[config.mk]
export PLATFORM = sky130hd
export DESIGN_NAME = mem_port_arbiter
export DESIGN_NICKNAME = d
export VERILOG_FILES = /design/src/rtl/mem_arb_pkg.sv /design/src/rtl/mem_port_arbiter_line_merge.sv /design/src/rtl/mem_port_arbiter.sv
export SDC_FILE = /design/constraint.sdc
export NUM_CORES = 1
export LEC_CHECK = 0
export ABC_CLOCK_PERIOD_IN_PS = 4150
export BUFFER_PORTS_ARGS = -buffer_cell sky130_fd_sc_hd__buf_4
export CORE_AREA = 2 2 278 280
export DETAILED_ROUTE_END_ITERATION = 16
export DIE_AREA = 0 0 280 282
export REMOVE_ABC_BUFFERS = 1
export SETUP_SLACK_MARGIN = 0.2
export SLEW_MARGIN = 15
export SYNTH_ARGS = -nofsm -noshare
export SYNTH_HDL_FRONTEND = slang
export SYNTH_HIERARCHICAL = 1
export SYNTH_SLANG_ARGS = --single-unit
[constraint.sdc]
create_clock -name clk -period 4.15 [get_ports clk]
set_input_delay 0.2075 -clock clk [delete_from_list [all_inputs] [get_ports clk]]
set_output_delay 0.2075 -clock clk [all_outputs]
set_load 0.01 [all_outputs]
[src/rtl/mem_arb_pkg.sv]
// mem_arb_pkg: shared types and helpers for the two-port to line-memory arbiter.
// Provides the arbiter state encoding, line geometry constants, line address
// extraction and the byte-enable word merge used by the read-modify-write path.
package mem_arb_pkg;

   typedef enum logic [2:0] {
      IDLE,
      RD_A,
      RD_B,
      RMW_RD,
      RMW_WR,
      DONE
   } arb_state_t;

   localparam int unsigned LINE_BYTES = 32;
   localparam int unsigned OFFSET_W   = 5;

   // Line-aligned address: clear the byte offset within the 32-byte line.
   function automatic logic [31:0] line_addr(input logic [31:0] addr);
      return {addr[31:OFFSET_W], {OFFSET_W{1'b0}}};
   endfunction

   // Replace the enabled bytes of word 'off' in 'line' with bytes of 'wdata'.
   function automatic logic [255:0] merge_word(input logic [255:0] line,
                                               input logic [2:0]   off,
                                               input logic [31:0]  wdata,
                                               input logic [3:0]   mbe);
      logic [255:0] r;
      int unsigned  base;
      r    = line;
      base = 32'(off) * 32;
      for (int unsigned i = 0; i < 4; i++) begin
         if (mbe[i]) r[base + 8*i +: 8] = wdata[8*i +: 8];
      end
      return r;
   endfunction

endpackage

[src/rtl/mem_port_arbiter_line_merge.sv]
// line_merge: combinational word select and byte-enable merge on one 256-bit line.
// The same instance serves the read-data extract and the read-modify-write merge.
module line_merge
   import mem_arb_pkg::*;
(
   input  logic [255:0] line,
   input  logic [2:0]   off,
   input  logic [31:0]  wdata,
   input  logic [3:0]   mbe,
   output logic [31:0]  word,
   output logic [255:0] merged
);

   // Select the addressed word and build the merged line in parallel.
   always_comb begin
      word   = line[{off, 5'b00000} +: 32];
      merged = merge_word(line, off, wdata, mbe);
   end

endmodule

[src/rtl/mem_port_arbiter.sv]
// mem_port_arbiter: serialises an instruction read port (a) and a data
// read/write port (b) onto one 256-bit line memory. Partial writes are done
// as read-modify-write; responses are single-cycle pulses from DONE.
// Optional: define MEM_PORT_ARBITER_LINE_BUF_EN for a one-entry port-a line buffer.
module mem_port_arbiter
   import mem_arb_pkg::*;
#(
   parameter int unsigned LINE_W = 256,
   parameter int unsigned ADDR_W = 32
) (
   input  logic              clk,
   input  logic              rst_n,
   input  logic              read_a,
   input  logic [ADDR_W-1:0] address_a,
   output logic              resp_a,
   output logic [31:0]       rdata_a,
   input  logic              read_b,
   input  logic              write,
   input  logic [ADDR_W-1:0] address_b,
   input  logic [31:0]       wdata,
   input  logic [3:0]        mbe,
   output logic              resp_b,
   output logic [31:0]       rdata_b,
   output logic              pmem_read,
   output logic              pmem_write,
   output logic [ADDR_W-1:0] pmem_address,
   output logic [LINE_W-1:0] pmem_wdata,
   input  logic [LINE_W-1:0] pmem_rdata,
   input  logic              pmem_resp
);

   arb_state_t        state, next_state;
   logic [ADDR_W-1:0] addr_q;
   logic [31:0]       wdata_q;
   logic [3:0]        mbe_q;
   logic [LINE_W-1:0] line_q;
   logic              port_b_q;

   logic              buf_hit;
   logic [LINE_W-1:0] lm_line;
   logic [2:0]        lm_off;
   logic [31:0]       sel_word;
   logic [LINE_W-1:0] merged_line;

   logic              unused_bits;
   assign unused_bits = ^addr_q[1:0];

   line_merge u_merge (
      .line   (lm_line),
      .off    (lm_off),
      .wdata  (wdata_q),
      .mbe    (mbe_q),
      .word   (sel_word),
      .merged (merged_line)
   );

`ifdef MEM_PORT_ARBITER_LINE_BUF_EN
   logic                       buf_valid;
   logic [ADDR_W-OFFSET_W-1:0] buf_tag;
   logic [LINE_W-1:0]          buf_line;

   // In IDLE the merge unit looks at the buffer so a hit can return its word directly.
   assign buf_hit = buf_valid && (buf_tag == address_a[ADDR_W-1:OFFSET_W]) &&
                    read_a && !read_b && !write;
   assign lm_line = (state == IDLE) ? buf_line : pmem_rdata;
   assign lm_off  = (state == IDLE) ? address_a[4:2] : addr_q[4:2];

   // Buffer fill on every port-a line read; write-back keeps a buffered line coherent.
   always_ff @(posedge clk or negedge rst_n) begin
      if (!rst_n) begin
         buf_valid <= 1'b0;
         buf_tag   <= '0;
         buf_line  <= '0;
      end else if (state == RD_A && pmem_resp) begin
         buf_valid <= 1'b1;
         buf_tag   <= addr_q[ADDR_W-1:OFFSET_W];
         buf_line  <= pmem_rdata;
      end else if (state == RMW_WR && pmem_resp && buf_valid &&
                   buf_tag == addr_q[ADDR_W-1:OFFSET_W]) begin
         buf_line  <= line_q;
      end
   end
`else
   assign buf_hit = 1'b0;
   assign lm_line = pmem_rdata;
   assign lm_off  = addr_q[4:2];
`endif

   assign pmem_address = line_addr(addr_q);
   assign pmem_wdata   = line_q;

   // State register; reset abandons any memory transaction in flight.
   always_ff @(posedge clk or negedge rst_n) begin
      if (!rst_n) state <= IDLE;
      else        state <= next_state;
   end

   // Next-state and port/memory handshake outputs.
   always_comb begin
      next_state = state;
      pmem_read  = 1'b0;
      pmem_write = 1'b0;
      resp_a     = 1'b0;
      resp_b     = 1'b0;
      unique case (state)
         IDLE: begin
            if (write)        next_state = RMW_RD;
            else if (read_b)  next_state = RD_B;
            else if (buf_hit) next_state = DONE;
            else if (read_a)  next_state = RD_A;
         end
         RD_A, RD_B: begin
            pmem_read = 1'b1;
            if (pmem_resp) next_state = DONE;
         end
         RMW_RD: begin
            pmem_read = 1'b1;
            if (pmem_resp) next_state = RMW_WR;
         end
         RMW_WR: begin
            pmem_write = 1'b1;
            if (pmem_resp) next_state = DONE;
         end
         DONE: begin
            resp_a     = !port_b_q;
            resp_b     = port_b_q;
            next_state = IDLE;
         end
         default: next_state = IDLE;
      endcase
   end

   // Request latch at grant, line capture/merge on memory completion, read data registers.
   always_ff @(posedge clk or negedge rst_n) begin
      if (!rst_n) begin
         addr_q   <= '0;
         wdata_q  <= '0;
         mbe_q    <= '0;
         line_q   <= '0;
         port_b_q <= 1'b0;
         rdata_a  <= '0;
         rdata_b  <= '0;
      end else begin
         unique case (state)
            IDLE: begin
               if (write) begin
                  addr_q   <= address_b;
                  wdata_q  <= wdata;
                  mbe_q    <= mbe;
                  port_b_q <= 1'b1;
               end else if (read_b) begin
                  addr_q   <= address_b;
                  port_b_q <= 1'b1;
               end else if (read_a) begin
                  addr_q   <= address_a;
                  port_b_q <= 1'b0;
                  if (buf_hit) rdata_a <= sel_word;
               end
            end
            RD_A: if (pmem_resp) begin
               line_q  <= pmem_rdata;
               rdata_a <= sel_word;
            end
            RD_B: if (pmem_resp) begin
               line_q  <= pmem_rdata;
               rdata_b <= sel_word;
            end
            RMW_RD: if (pmem_resp) line_q <= merged_line;
            default: ;
         endcase
      end
   end

   // read_b together with write is illegal; the write is serviced.
   a_no_rd_wr_pair: assert property (@(posedge clk) disable iff (!rst_n)
      (state == IDLE) |-> !(read_b && write))
      else $warning("read_b and write asserted together; servicing the write");

endmodule

==> results.txt <==
- The run finished with clean final reports.
* Chip Height: 282 um
- The via count of the first global-routing pass is 24276.
- Data on the critical path is required at its endpoint by 4.55 ns.
* Post-detailed-route via-to-cell ratio: 5.43
* Fin. Hold Viols: 0
- Along the worst hold path, the cell count comes to 3.
* Number of synthesized register bits: 390
* Final critical-path share of the clock period: 74.2%
- Proportion of synthesized flip-flops having asynchronous set or reset: 100%
- For this run, design rule violations remaining after detail routing come to 0.
- For the final database, setup skew stands at 0.0163 ns.
* Total track usage: a little over a quarter
* DR iter-0 viols: 1964
* Yosys warning count: 6
- Reg-to-reg setup timing slack: 1.07 ns
- Netlist area before placement: 23500 sq um
- In this run the number of H-tree levels came out at 2.
* Layout cell share with drive strength beyond 1: roughly a third
- Counting I/O delays and the setup requirement, the final critical path takes around 3 ns.
- Worst path cell trace: inv_4 -> ha_1 -> nor2_1 -> nand4_2 -> mux2_2 -> nand2_1 -> a31oi_1
* Finish-stage setup viols: 0
- Count of flip-flops with a built-in enable after synthesis: 0
- Number of buffers added on ports: 708
- Proportion of synthesized chip area in sequential cells: 41.5%
* Clock tree sinks: just under 400
* Root buffer selected by CTS: sky130_fd_sc_hd__clkbuf_16
* Total power divided by cell area: about 730 nW/um^2
* Max-slew headroom at the worst pin: between 20% and 30%
- Crit path buffers/inverters: 1
- Most instantiated flip-flop cell in the synthesis netlist: sky130_fd_sc_hd__dfrtp_1
- P&R area growth vs syn: 46.1%
- The congestion estimate from routability-driven global placement came to 0.900.
- Count of vias placed by the detailed router: 24371
* Most numerous cell in the Yosys netlist: sky130_fd_sc_hd__nand2_1
- In this run the critical register-to-register path is captured at pmem_wdata[2]$_DFFE_PN0P_.
- Number of rows created at floorplan: 101
- RSZ-0062 raised after global routing: no
* Layout net count: 3836
- The largest individual stage delay along the critical path comes from the cell sky130_fd_sc_hd__dfrtp_4.
- Clock transition at the registers of the reported paths: 0.06 ns
- Before CTS, the worst setup slack after placement is 1.06 ns.
* Actual slew at the worst max-slew pin: roughly 1.1 ns
* Clock latency at the later pin of the worst-skew pair: approximately 0.58 ns
- Counting instances in the post-synthesis netlist gives the leading cell types as sky130_fd_sc_hd__nand2_1 (767), sky130_fd_sc_hd__dfrtp_1 (390), sky130_fd_sc_hd__mux2_2 (262).
- For this run, the slowest stage of the critical path takes roughly 0.77 ns.
* Number of fillers in the final layout: 7246
- Summed over all cells, the static leakage comes to between 15 and 20 nW.
- Endpoint of the most critical setup path: pmem_wdata[2]$_DFFE_PN0P_
* Origin of the worst setup path: addr_q[4]$_DFFE_PN0P_
* Die Area: 79000 sq um
- The tool flagged a number of max-cap violations equal to 0.
* Critical R2R Launch: addr_q[4]$_DFFE_PN0P_
- In this run the worst hold path is classified as input port to flop.
- Hold slack final: 0.0342 ns
* Critical Path End Type: flop
- Fmax: roughly 320 MHz
- Half-perimeter wire length after placement: between 70000 and 80000 um
- First-pass GRT wire length: 158000 um
- For this configuration, the core starts out at a cell density of approximately 31%.
* Number of standard cells after synthesis: 2561
- TritonCTS built the clock tree.
- For the worst setup path, the data arrival time is around 3.5 ns.
- The die is 280 um wide.
* Area fraction of the dominant cell type after synthesis: 41.5%
* Logic depth of the worst path, buffers included: 7
- Clock tree buffer depth: 3
- Number of antenna violations at the first check in global routing: 5
* CTS buffer count: between 40 and 50
* Unique masters post-synth: between 40 and 50
- Area contributors post-synth: sky130_fd_sc_hd__dfrtp_1 (42%), sky130_fd_sc_hd__mux2_2 (13%), sky130_fd_sc_hd__nand2_1 (12%), sky130_fd_sc_hd__a31oi_1 (6.8%), sky130_fd_sc_hd__mux4_2 (6.1%)
* Setup CP Type: flop to flop
* Placeable core region: approximately 76000 sq um
* Antenna violation net count after detailed routing: 0
* Num ports: 718
* Worst-case vdd ir drop: 0.382 mV
- The final layout contains routed wiring with a total length of 108000 um.
* Count of final max-slew check failures: 0
- After detailed routing, the average wire length per cell comes to 24.2 um.
- Maximum number of pins on one net before global-route repair: 132
- Delay-heaviest family, CP: flip-flops
* Setup Total Neg Slack: 0 ns
- After global routing the overflow that remains totals 0.
* Library cell with the largest summed area after synthesis: sky130_fd_sc_hd__dfrtp_1
* Crit-path max FO: 21
* Post-layout worst setup margin: 1.07 ns
- The first TritonRoute pass finished after 6 iterations.
* Cts repair resizes: 0
* Startpoint kind of the worst setup timing path: flop
* Worst r2r path cells: 7
- Average cell area after synthesis: 9.18 sq um
-- cell families after synthesis --
family / count (synthesis) / synth area share (%)
simple gates: 907 / 16.3
compound gates: 622 / 14.8
flops: 390 / 41.5
mux: 376 / 21.2
buf+inv: 255 / 5.47
fa+ha+maj: 8 / 0.426
xor+xnor: 2 / 0.234
other cells: 1 / 0.0160
-- layout by cell type (no fill, tap or decap), drive strengths merged --
cell,count
clkinvlp,4
nor3b,1
a22o,8
inv,6
o21ai,96
a2bb2oi,1
o211ai,1
and3b,3
and2,17
nor2,33
nand4,5
conb,5
clkbuf,71
or2,2
nor3,7
a21oi,257
a21o,1
a31oi,256
clkinv,13
o31a,1
dfrtp,390
and3,33
mux2,312
buf,758
mux4,64
nand2b,10
nand3b,1
diode,4
o31ai,1
nor2b,9
ha,8
xnor2,2
or3,1
nand3,17
and4,1
nand2,767
dlygate4sd3,344
-- tightest hold or removal path: cells and delay by family --
| family | cells | cell delay, ns |
|---|---|---|
| buffers and inverters | 1 | 0.10 |
| muxes | 2 | 0.27 |
-- repair_timing --
action / 4_1_cts / 5_1_grt
hold buffers: 344 / 0
endpoints found under the hold margin: 400 / 0
buffers inserted: 0 / 0
-- power breakdown --
group	switching, mW	internal (mW)	total [mW]
combinational	7.87	5.90	13.8
clock	1.80	2.34	4.14
sequential	1.55	5.72	7.27
-- metrics by stage --
stage	utilization [%]	cell area (sq um)	power (mW)	cells
finish	45.4	34300	25.2	4488
global placement	38.8	29400	20.5	4050
floorplan	-	22200	14.7	2314
detailed placement	38.8	29400	20.7	4050
CTS	45.3	34300	25.2	4484
global route	45.3	34300	26.6	4486
-- area by class of cell --
class | count | area [sq um] | area share (%)
Clock buffer | 71 | 1400 | 4.07
Sequential cell | 390 | 9770 | 28.5
Tap cell | 978 | 1220 | 3.56
Timing Repair Buffer | 1102 | 9290 | 27.1
Inverter | 4 | 17.5 | 0.0510
Clock inverter | 19 | 116 | 0.339
Antenna cell | 4 | 10.0 | 0.0292
Multi-Input combinational cell | 1920 | 12500 | 36.4
-- sequential cells by signal, summed over array words and instances, names as in the netlist --
register and flops:
pmem_wdata 256, rdata_a 32, rdata_b 32, wdata_q 32
addr_q 30, mbe_q 4, state 3, port_b_q 1
-- worst min-delay path by stage --
stage	to	start
finish	addr_q[16]$_DFFE_PN0P_	address_a[16]
CTS	addr_q[16]$_DFFE_PN0P_	address_a[16]
detailed placement	pmem_wdata[190]$_DFFE_PN0P_	rst_n
floorplan	addr_q[10]$_DFFE_PN0P_	rst_n
global placement	pmem_wdata[120]$_DFFE_PN0P_	rst_n
global route	addr_q[18]$_DFFE_PN0P_	address_b[18]
-- routing by layer --
layer	GRT usage, %	vias to the layer above	part of all wire, %
met3	5.07	271	7.5
met5	0	-	0.011
li1	-	10861	-
met1	33.7	12026	40
met4	10.3	2	3.9
met2	44.5	1211	49
(Power assumes the default switching activity.)
